**src/rtl/fft_band_analyzer.sv**
```systemverilog
// -----------------------------------------------------------------------------
// fft_band_analyzer
//
// Collects the 256 positive-frequency magnitude bins of each FFT frame and
// sums them into NUM_BANDS equal-width bands. It also tracks the largest
// non-DC bin. On the end-of-frame strobe it drains one averaged level per band,
// in band order, over a valid/ready handshake.
//
// Optional feature macro: FFT_BAND_PEAK_HOLD_EN
//   When defined, each band keeps a held level. On every transfer the held
//   value becomes max(avg, held - (held >> DECAY_SHIFT)), and that is the
//   value presented on o_band_level. When undefined, the raw average is
//   presented and no held registers exist.
//
// Ports
//   clk                   system clock
//   reset                 synchronous, active-low reset
//   i_fft_magnitude_addr  bin index of the current magnitude (0..511)
//   i_fft_magnitude_out   unsigned magnitude
//   i_fft_out_valid       qualifies addr/magnitude
//   i_fft_done_pulse      one-cycle end-of-frame strobe
//   o_band_idx            index of the band being presented
//   o_band_level          averaged (or held) level of that band
//   o_band_valid          band output valid
//   i_band_ready          downstream accepts the band
//   o_peak_bin            bin of the largest magnitude, searched over 1..255
//   o_peak_mag            magnitude at o_peak_bin
//   o_frame_done          one-cycle pulse after the last band transfer
//   o_busy                high while draining
//   o_overrun             sticky: input arrived while draining
// -----------------------------------------------------------------------------
module fft_band_analyzer #(
  parameter int DATA_W      = 24,
  parameter int ADDR_W      = 9,
  parameter int NUM_BANDS   = 8,
  parameter int DECAY_SHIFT = 3
) (
  input  logic                         clk,
  input  logic                         reset,
  input  logic [ADDR_W-1:0]            i_fft_magnitude_addr,
  input  logic [DATA_W-1:0]            i_fft_magnitude_out,
  input  logic                         i_fft_out_valid,
  input  logic                         i_fft_done_pulse,
  output logic [$clog2(NUM_BANDS)-1:0] o_band_idx,
  output logic [DATA_W-1:0]            o_band_level,
  output logic                         o_band_valid,
  input  logic                         i_band_ready,
  output logic [7:0]                   o_peak_bin,
  output logic [DATA_W-1:0]            o_peak_mag,
  output logic                         o_frame_done,
  output logic                         o_busy,
  output logic                         o_overrun
);

  localparam int BAND_W = $clog2(NUM_BANDS);
  // Each band spans 2^SHIFT bins; the average is a plain right shift.
  localparam int SHIFT  = 8 - BAND_W;
  // Wide enough to sum 2^SHIFT full-scale magnitudes without overflow.
  localparam int ACC_W  = DATA_W + SHIFT;

  typedef enum logic {
    ACCUM,
    DRAIN
  } state_t;

  state_t            state;
  logic [ACC_W-1:0]  acc [NUM_BANDS];
  logic [7:0]        cand_bin;
  logic [DATA_W-1:0] cand_mag;

  // Only the lower half of the 512-point spectrum is of interest.
  logic              in_lower;
  logic [7:0]        bin;
  logic [BAND_W-1:0] band_sel;
  logic              xfer;
  logic              last_band;

  assign in_lower  = i_fft_out_valid && (i_fft_magnitude_addr[ADDR_W-1:8] == '0);
  assign bin       = i_fft_magnitude_addr[7:0];
  assign band_sel  = i_fft_magnitude_addr[7:SHIFT];
  assign xfer      = o_band_valid && i_band_ready;
  assign last_band = (o_band_idx == BAND_W'(NUM_BANDS - 1));

  // Candidate including the current sample, so a sample arriving with the
  // done strobe still takes part in the peak search. Bin 0 (DC) is skipped,
  // and only a strictly larger magnitude replaces it, so the lowest bin wins
  // ties.
  logic [7:0]        nxt_bin;
  logic [DATA_W-1:0] nxt_mag;

  always_comb begin
    // NOTE: every output of a combinational block gets a default first;
    // a path that leaves it unassigned would infer a latch.
    nxt_bin = cand_bin;
    nxt_mag = cand_mag;
    if (in_lower && (bin != 8'd0) && (i_fft_magnitude_out > cand_mag)) begin
      nxt_bin = bin;
      nxt_mag = i_fft_magnitude_out;
    end
  end

  // Average of the band currently presented; stays stable while stalled
  // because accumulators are frozen during the drain.
  logic [DATA_W-1:0] avg;
  logic [DATA_W-1:0] present;

  assign avg = acc[o_band_idx][ACC_W-1:SHIFT];

`ifdef FFT_BAND_PEAK_HOLD_EN
  logic [DATA_W-1:0] held [NUM_BANDS];
  logic [DATA_W-1:0] decayed;

  assign decayed = held[o_band_idx] - (held[o_band_idx] >> DECAY_SHIFT);
  assign present = (avg > decayed) ? avg : decayed;

  always_ff @(posedge clk) begin
    if (!reset) begin
      for (int b = 0; b < NUM_BANDS; b++) held[b] <= '0;
    end else if (state == DRAIN && xfer) begin
      held[o_band_idx] <= present;
    end
  end
`else
  logic unused_decay;
  assign unused_decay = (DECAY_SHIFT != 0);
  assign present      = avg;
`endif

  assign o_band_level = o_band_valid ? present : '0;

  always_ff @(posedge clk) begin
    if (!reset) begin
      state        <= ACCUM;
      o_band_idx   <= '0;
      o_band_valid <= 1'b0;
      o_peak_bin   <= '0;
      o_peak_mag   <= '0;
      o_frame_done <= 1'b0;
      o_busy       <= 1'b0;
      o_overrun    <= 1'b0;
      cand_bin     <= '0;
      cand_mag     <= '0;
      // NOTE: the accumulator array is small and must start each frame at
      // zero, so it is cleared by reset rather than left to a RAM.
      for (int b = 0; b < NUM_BANDS; b++) acc[b] <= '0;
    end else begin
      // NOTE: all state here uses non-blocking assignments so every register
      // sees the pre-edge values of the others.
      o_frame_done <= 1'b0;
      case (state)
        ACCUM: begin
          if (in_lower) begin
            acc[band_sel] <= acc[band_sel] + ACC_W'(i_fft_magnitude_out);
          end
          if (i_fft_done_pulse) begin
            o_peak_bin   <= nxt_bin;
            o_peak_mag   <= nxt_mag;
            cand_bin     <= '0;
            cand_mag     <= '0;
            o_band_idx   <= '0;
            o_band_valid <= 1'b1;
            o_busy       <= 1'b1;
            state        <= DRAIN;
          end else begin
            cand_bin <= nxt_bin;
            cand_mag <= nxt_mag;
          end
        end

        DRAIN: begin
          // Anything arriving now is dropped and flagged.
          if (i_fft_out_valid || i_fft_done_pulse) o_overrun <= 1'b1;
          if (xfer) begin
            o_band_idx <= o_band_idx + BAND_W'(1);
            if (last_band) begin
              for (int b = 0; b < NUM_BANDS; b++) acc[b] <= '0;
              o_band_valid <= 1'b0;
              o_busy       <= 1'b0;
              o_frame_done <= 1'b1;
              state        <= ACCUM;
            end
          end
        end
      endcase
    end
  end

endmodule

```
**config.mk**
```make
export PLATFORM = sky130hd
export DESIGN_NAME = fft_band_analyzer
export DESIGN_NICKNAME = d
export VERILOG_FILES = /design/src/rtl/fft_band_analyzer.sv
export SDC_FILE = /design/constraint.sdc
export NUM_CORES = 1
export LEC_CHECK = 0
export BUFFER_PORTS_ARGS = -buffer_cell sky130_fd_sc_hd__buf_2
export CAP_MARGIN = 20
export CORE_MARGIN = 1.5
export CORE_UTILIZATION = 55
export CTS_CLUSTER_SIZE = 16
export DETAILED_ROUTE_END_ITERATION = 16
export HOLD_SLACK_MARGIN = 0.08
export MAX_ROUTING_LAYER = met4
export PLACE_DENSITY = 0.73
export SETUP_SLACK_MARGIN = 0.05
export SLEW_MARGIN = 5
export SYNTH_ARGS = -nofsm -noshare
export SYNTH_HDL_FRONTEND = slang
export SYNTH_SLANG_ARGS = --single-unit
```
**constraint.sdc**
```tcl
create_clock -name clk -period 5.4 [get_ports clk]
set_clock_uncertainty 0.05 [all_clocks]
set_input_delay 0.27 -clock clk [delete_from_list [all_inputs] [get_ports clk]]
set_output_delay 0.27 -clock clk [all_outputs]
set_load 0.02 [all_outputs]
```
==> results.txt, run 1 <==
----------------------------------------------------
[GRT]
  Antenna violations before repair ... 1
  First-pass GRT wire length ... 68700 µm
  Number of global-route vias before repair ... 12043
  Total global routing overflow ... 0
  Overall fraction of global-route tracks in use ... 32.47%
  Largest net degree at the start of global routing ... 56

[Critical path]
  WP data arrival ... 4.48 ns
  Critical path type ... in -> reg
  Launch point of the worst reg-to-reg path ... acc[6][18]
  Sort of element at the end of the critical path ... flip-flop
  Largest fanout on the critical path ... 19
  Timing startpoint of the critical path ... i_fft_magnitude_addr[6]
  Critical Path Source Type ... input port
  Required arrival time at the worst endpoint ... 5.64 ns

[Detailed routing]
  Total number of vias ... 12283
  Final routed wirelength across all metal layers ... 46420 µm
  TritonRoute pass-1 iters ... 6
  Violation count after the first detailed-route iteration ... 1617
  Number of design rule violations left after detail routing ... 0
  Antenna-violating nets left ... 0
  Mean number of vias per cell ... 6.604
  Routed length per instance ... 24.96 µm

[Timing]
  Period Utilization, post-route ... 78.51%
  Maximum frequency from static timing analysis ... 0.2359 GHz
  Final Setup Violations ... 0
  Transition time at the pin with the least slew margin ... 1.115 ns
  Max-Slew Margin vs Limit ... 25.67%
  Number of max-slew violations in the final report ... 0
  Crit path time final ... 4.239 ns
  Count of final hold-check violations ... 0
  Unrepaired setup endpoints after global routing ... false
  Summed negative setup slack over all endpoints ... 0 ns

[Layout]
  Layout cells sized above 1 ... 19.45%
  Register cell area after layout ... 8454 µm²
  Area taken by multi-input logic gates ... 6808 µm²
  Layout overhead on the synthesized area ... 15.53%
  Net count reported at finish ... 1546
  Fill count ... 2083

[Floorplan]
  Floorplan die area ... 29660 µm²
  Vertical die dimension ... 172.2 µm
  Total core area ... 28010 µm²
  Std cell rows ... 61
  Number of top-level design ports ... 101
  Initial standard-cell utilization of the core ... 56.23%
  Die W ... 172.2 µm

[Clocking]
  Clock tree from TritonCTS ... yes
  Clk pin slew, worst setup/hold paths ... 0.06 ns
  Cts bufs inserted ... 31
  Number of clock sinks seen by CTS ... 306
  Buffers from clock root to sink, at most ... 3
  Later-pin clock latency in the skew report ... 0.57 ns
  Clock root cell ... sky130_fd_sc_hd__clkbuf_16
  Setup fix buffers added after clock tree synthesis ... 0
  Clock H-tree levels ... 1

[Synth]
  Multiplexer fraction of the synthesized cell area ... 12.05%
  Ys async rst share ... 0%
  Share of synthesized cell area in full adder, half adder and majority cells ... 4.099%
  Mean cell area of the mapped netlist ... 11.73 µm²
  Ys flop type ... sky130_fd_sc_hd__edfxtp_1
  Syn Std Cell Area ... 15750 µm²
  Yosys warnings ... 0
  Sequential share of the synthesized area ... 53.63%
  Number of instances in the synthesized netlist ... 1343
  Flip-flop and latch count after synthesis ... 306
  Dominant combinational cell family by area after synthesis ... compound AO/OA/AOI/OAI gates
  Post-synthesis share of cell area spent on xor and xnor gates ... 1.748%
  Distinct cell type count after synthesis ... 75
  Synthesized-area fraction occupied by and/or/nand/nor cells ... 11.91%
  Post-synthesis compound-gate area fraction ... 13.14%
  Count of flip-flops with a built-in enable after synthesis ... 232
  Net count of the mapped netlist ... 1432

[Hold path]
  Hold Path Origin ... i_band_ready
  Classification of the worst-slack hold path ... in -> reg

[Run]
  Maximum capacitance violations ... 0

[Pwr]
  Total power per unit cell area ... 322.7 nW/µm²
  Peak supply drop ... 0.2345 mV
  Static power due to leakage ... 6.944 nW
  Final Power ... 0.005873 W

[Placed design]
  Gpl congestion ... 0.8887
  Port buffer count ... 100
  Final HPWL DP ... 28070 µm

[Status]
  Status ... completed

----------------------------------------------------
==> power by group <==
part / total (W) / switching, W / internal, W
clock: 0.00231 / 0.000925 / 0.00139
sequential: 0.00268 / 0.0000541 / 0.00262
combinational: 0.000883 / 0.000586 / 0.000297
total: 0.00587 / 0.00156 / 0.00431
==> worst paths after layout <==
kind / endpoint / slack, ns / cells after the start
hold / removal: flip-flop / 0.12 / 4
setup reg to reg: acc[7][27] / 1.42 / 12
hold reg to reg: o_overrun / 0.43 / 1
setup / recovery: acc[1][26] / 1.16 / 16
==> cell type report <==
class / instances / share of cell area [%]
clock buffer: 51 / 6.051
tap: 378 / 2.599
clock inverter: 6 / 0.1925
antenna: 1 / 0.01375
inverter: 36 / 0.7426
timing repair buffer: 174 / 6.532
sequential: 306 / 46.46
multi-input combinational: 908 / 37.41
==> per-layer routing <==
| layer | track usage (%) | up-vias | share of wire (%) |
|---|---|---|---|
| li1 | - | 5315 | - |
| met1 | 40.57 | 5984 | 37 |
| met2 | 51.09 | 820 | 47 |
| met3 | 7.370 | 164 | 12 |
| met4 | 13.91 | 0 | 4.1 |
| met5 | - | - | 0 |
==> state kept, by name, summed over array words and instances (netlist names), named ones only <==
register,cells
o_overrun,1
cand_bin,8
o_peak_mag,24
o_busy,1
o_peak_bin,8
o_frame_done,1
cand_mag,24
acc,232
state,1
o_band_idx,3
==> logic make-up (layout without fill, tap and decap cells) <==
group | after synthesis | count (layout)
AND/OR/NAND/NOR | 412 | 412
flip-flops | 306 | 306
AO/OA/AOI/OAI | 295 | 295
buffers and inverters | 129 | 267
multiplexers | 125 | 125
adder cells (fa/ha/maj) | 51 | 51
XOR/XNOR | 25 | 25
other | 0 | 1
==> stage by stage <==
| stage | cells | setup WS (ns) | hold WS, ns | utilization, % | instance area (µm²) |
|---|---|---|---|---|---|
| 2_1_floorplan | 1343 | 1.307 | 0.3302 | - | 15750 |
| 3_3_place_gp | 1768 | 0.8409 | 0.4111 | 59.56 | 16680 |
| 3_5_place_dp | 1769 | 0.7260 | 0.4147 | 59.66 | 16710 |
| 4_1_cts | 1858 | 1.272 | 0.1136 | 64.86 | 18170 |
| 5_1_grt | 1860 | 0.9805 | 0.1734 | 64.97 | 18200 |
| 6_report | 1860 | 1.161 | 0.1228 | 64.97 | 18200 |
==> synth_stat cells (6+ instances only) <==
library cell	n	area (µm²)
sky130_fd_sc_hd__edfxtp_1	232	6967
sky130_fd_sc_hd__a21o_1	12	90.09
sky130_fd_sc_hd__buf_2	17	85.08
sky130_fd_sc_hd__mux2i_1	67	670.6
sky130_fd_sc_hd__mux2_2	7	78.83
sky130_fd_sc_hd__nor3_1	10	50.05
sky130_fd_sc_hd__nand4_1	16	100.1
sky130_fd_sc_hd__inv_1	34	127.6
sky130_fd_sc_hd__o21ai_0	45	225.2
sky130_fd_sc_hd__a21oi_1	68	340.3
sky130_fd_sc_hd__dfxtp_1	74	1481
sky130_fd_sc_hd__clkbuf_1	61	229.0
sky130_fd_sc_hd__ha_1	50	625.6
sky130_fd_sc_hd__nor2_1	258	968.4
sky130_fd_sc_hd__mux4_2	51	1149
sky130_fd_sc_hd__a221oi_1	15	131.4
sky130_fd_sc_hd__nand2_1	34	127.6
sky130_fd_sc_hd__xor2_1	11	96.34
sky130_fd_sc_hd__a22oi_1	59	442.9
sky130_fd_sc_hd__nor2b_1	30	187.7
sky130_fd_sc_hd__buf_1	6	22.52
sky130_fd_sc_hd__a31oi_1	10	62.56
sky130_fd_sc_hd__a32o_1	33	330.3
sky130_fd_sc_hd__buf_4	9	67.56
sky130_fd_sc_hd__nand2b_1	8	50.05
sky130_fd_sc_hd__o21a_1	6	45.04
sky130_fd_sc_hd__and3_1	7	43.79
sky130_fd_sc_hd__xnor2_1	8	70.07
sky130_fd_sc_hd__nand3_1	27	135.1
sky130_fd_sc_hd__a22o_1	8	70.07
==> timing repair <==
action                                  in CTS  in global routing
endpoints found under the setup margin       0                  0
gates resized for setup                      0                  0
endpoints found under the hold margin       57                  0
hold buffers                                32                  0
==> cells in the final DEF, fill, tap and decap left out, types with 45 or more instances in the layout <==
| master | netlist | routed |
|---|---|---|
| sky130_fd_sc_hd__dfxtp_1 | 74 | 71 |
| sky130_fd_sc_hd__mux4_2 | 51 | 51 |
| sky130_fd_sc_hd__mux2i_1 | 67 | 67 |
| sky130_fd_sc_hd__a22oi_1 | 59 | 59 |
| sky130_fd_sc_hd__buf_2 | 17 | 100 |
| sky130_fd_sc_hd__edfxtp_1 | 232 | 232 |
| sky130_fd_sc_hd__nor2_1 | 258 | 257 |
| sky130_fd_sc_hd__a21oi_1 | 68 | 68 |
| sky130_fd_sc_hd__ha_1 | 50 | 50 |
| sky130_fd_sc_hd__o21ai_0 | 45 | 45 |
==> critical path, stage by stage <==
cell	delay [ns]
sky130_fd_sc_hd__buf_2	0.36
sky130_fd_sc_hd__buf_4	0.33
sky130_fd_sc_hd__nor3_2	0.13
sky130_fd_sc_hd__buf_4	0.32
sky130_fd_sc_hd__a22o_1	0.28
sky130_fd_sc_hd__a221oi_1	0.22
sky130_fd_sc_hd__nand3_1	0.13
sky130_fd_sc_hd__ha_1	0.37
sky130_fd_sc_hd__and3_1	0.21
sky130_fd_sc_hd__a221o_1	0.37
sky130_fd_sc_hd__o2111ai_1	0.22
sky130_fd_sc_hd__nand3_1	0.23
sky130_fd_sc_hd__a31oi_1	0.42
sky130_fd_sc_hd__nand2b_1	0.18
sky130_fd_sc_hd__xnor2_1	0.32
sky130_fd_sc_hd__nor2_1	0.09
No activity file was read; power rests on OpenSTA's default activity.
==> run 2: changes to the inputs <==
Settings changed: PLACE_DENSITY 0.73 to 0.76.
Clock period 5.4 ns to 3.6 ns, I/O delays scaled along.
==> results.txt, run 2 (synthesized netlist as in run 1, its figures left out) <==
----------------------------------------------------
[GRT]
  First-pass GRT wire length ... 73810 µm (+7.4%)
  Overall fraction of global-route tracks in use ... 35.16% (+2.7 points)
  Total global routing overflow ... 0 (unchanged)
  Number of global-route vias before repair ... 12831 (+6.5%)
  Largest net degree at the start of global routing ... 66 (+18%)
  Antenna violations before repair ... 1 (unchanged)

[Status]
  Status ... finished with violations
  Failing checks ... negative setup slack

[Floorplan]
  Total core area ... 28010 µm² (unchanged)
  Vertical die dimension ... 172.2 µm (unchanged)
  Std cell rows ... 61 (unchanged)
  Initial standard-cell utilization of the core ... 56.23% (unchanged)
  Floorplan die area ... 29660 µm² (unchanged)
  Number of top-level design ports ... 101 (unchanged)
  Die W ... 172.2 µm (unchanged)

[Layout]
  Max FFs per register ... 232 (unchanged)
  Most frequent standard cell in the layout excluding fill and tap cells ... sky130_fd_sc_hd__edfxtp_1
  Final cell utilization of the core ... 70.02% (+5.1 points)
  Post-route standard cell area excluding fillers ... 19610 µm² (+7.8%)
  Net count reported at finish ... 1682 (+8.8%)
  Layout overhead on the synthesized area ... 24.52%
  Commonest cells after routing, fill and taps aside ... 232 x sky130_fd_sc_hd__edfxtp_1, 219 x sky130_fd_sc_hd__nor2_1, 160 x sky130_fd_sc_hd__buf_4
  Layout cells sized above 1 ... 30.32% (+11 points)
  Top Registers ... acc (232), cand_mag (24), o_peak_mag (24)
  Fill count ... 1966 (-5.6%)
  Register cell area after layout ... 8454 µm² (unchanged)
  Top register by number of flip-flops ... acc
  Area taken by multi-input logic gates ... 7232 µm² (+6.2%)

[Pwr]
  Sequential power share ... 44.3% (-1.3 points)
  Share of total power in the clock network ... 36.4% (-3.0 points)
  Static power due to leakage ... 7.639 nW (+10%)
  Switching power ... 0.002530 W (+62%)
  Total power per unit cell area ... 461.7 nW/µm² (+43%)
  Switching part of the total power ... 27.94% (+1.3 points)
  Combinational share of power ... 19.3% (+4.3 points)
  Total internal power ... 0.006526 W (+51%)
  Peak supply drop ... 0.3811 mV (+62%)

[Detailed routing]
  Number of design rule violations left after detail routing ... 0 (unchanged)
  Mean number of vias per cell ... 6.561 (-0.65%)
  Routed length per instance ... 25.45 µm (+2.0%)
  Violation count after the first detailed-route iteration ... 1539 (-4.8%)
  Total number of vias ... 13089 (+6.6%)
  TritonRoute pass-1 iters ... 10 (+4)
  Final routed wirelength across all metal layers ... 50770 µm (+9.4%)
  Antenna-violating nets left ... 0 (unchanged)

[Critical path]
  Critical path type ... reg -> reg
  WP data arrival ... 3.79 ns (-0.69 ns)
  Timing startpoint of the critical path ... acc[5][13]
  Launch point of the worst reg-to-reg path ... acc[5][13]
  Cells on worst reg2reg path ... 12 (unchanged)
  Required arrival time at the worst endpoint ... 3.79 ns (-1.85 ns)
  Largest fanout on the critical path ... 8 (-11)
  Critical Path Source Type ... flip-flop
  Sort of element at the end of the critical path ... flip-flop

[Placed design]
  Final HPWL DP ... 32350 µm (+15%)
  Gpl congestion ... 0.9577 (+7.8%)
  Placed cell areas ... 17770 µm² (+6.4%)
  Port buffer count ... 100 (unchanged)

[Clocking]
  Clk pin slew, worst setup/hold paths ... 0.06 ns (about the same)
  Clock H-tree levels ... 2 (+1)
  Clock root cell ... sky130_fd_sc_hd__clkbuf_16
  Buffers from clock root to sink, at most ... 3 (unchanged)
  Cts bufs inserted ... 34 (+9.7%)
  Number of clock sinks seen by CTS ... 306 (unchanged)
  Clock tree from TritonCTS ... yes
  Later-pin clock latency in the skew report ... 0.52 ns (-0.05 ns)

[Timing]
  Max-Slew Margin vs Limit ... 45.22% (+20 points)
  Transition time at the pin with the least slew margin ... 0.7989 ns (-0.3161 ns)
  Period Utilization, post-route ... 100.1%
  Crit path time final ... 3.605 ns
  Setup slack after layout ... -0.004635 ns (-1.165 ns)
  Unrepaired setup endpoints after global routing ... true
  Count of final hold-check violations ... 0 (unchanged)
  Number of max-slew violations in the final report ... 0 (unchanged)
  Tightest hold margin ... 0.1124 ns (-0.01045 ns)
  Summed negative setup slack over all endpoints ... -0.004635 ns (-0.004635 ns)
  Final Setup Violations ... 1 (+1)
  Maximum frequency from static timing analysis ... 0.2774 GHz

[Hold path]
  Classification of the worst-slack hold path ... in -> reg
  Hold Path Origin ... i_band_ready
  Hold Path Depth ... 4 (unchanged)

[Run]
  Maximum capacitance violations ... 0 (unchanged)

----------------------------------------------------
[run 2: power groups by stage]
stage	combinational, W	clock (W)	sequential (W)
CTS	0.00159	0.00329	0.00401
detailed placement	0.00153	0	0.00408
global placement	0.00150	0	0.00407
global route	0.00185	0.00343	0.00403
finish	0.00175	0.00329	0.00401
floorplan	0.000848	0	0.00409
[run 2: what timing repair did]
| action | 4_1_cts | 5_1_grt |
|---|---|---|
| setup endpoints to repair | 96 | 136 |
| gates resized for setup | 9 | 91 |
| hold endpoints to repair | 55 | 0 |
| buffers inserted | 2 | 4 |
| hold buffers | 31 | 0 |
| gates cloned | 0 | 0 |
| pin swaps | 8 | 32 |
[run 2: final cells by class]
| type | count | share of cell area [%] |
|---|---|---|
| Clock buffer | 43 | 4.886 |
| Antenna cell | 1 | 0.01276 |
| Multi-Input combinational cell | 908 | 36.87 |
| Clock inverter | 16 | 0.4274 |
| Timing Repair Buffer | 307 | 11.53 |
| Tap cell | 378 | 2.411 |
| Inverter | 36 | 0.7527 |
| Sequential cell | 306 | 43.10 |
[run 2: per-stage QoR]
step                      power (W)  worst slack [ns]  instances
after floorplan            0.004939           0.05323       1343
after global placement     0.005572           -0.2471       1897
after detailed placement   0.005612           -0.4032       1897
after CTS                  0.008889           0.05837       1989
after global routing       0.009307           -0.1236       1995
final                      0.009056         -0.004635       1995
[run 2: worst paths after layout]
check | endpoint | slack, ns
worst max-delay path | acc[2][27] | -0.005
worst min-delay path | flip-flop | 0.11
worst max register to register | acc[2][27] | -0.005
worst min register to register | o_overrun | 0.41
[run 2: layer usage]
metal	wire (µm)	share of wire, %	vias to the layer above	GRT usage, %
met2	23840	47	919	56.00
met1	18350	36	6371	43.65
met3	6169	12	205	7.507
met4	2414	4.8	0	15.09
li1	-	-	5594	-
met5	0	0	-	-
[run 2: critical path, stage by stage (launching register included)]
cell	delay, ns
sky130_fd_sc_hd__edfxtp_1	0.39
sky130_fd_sc_hd__mux2_4	0.28
sky130_fd_sc_hd__a32o_2	0.28
sky130_fd_sc_hd__a221oi_2	0.17
sky130_fd_sc_hd__o21ai_1	0.11
sky130_fd_sc_hd__ha_1	0.37
sky130_fd_sc_hd__a21o_2	0.25
sky130_fd_sc_hd__or3b_4	0.39
sky130_fd_sc_hd__a31oi_4	0.16
sky130_fd_sc_hd__a311oi_4	0.09
sky130_fd_sc_hd__o311a_1	0.39
sky130_fd_sc_hd__xnor2_4	0.31
sky130_fd_sc_hd__nor2_1	0.10
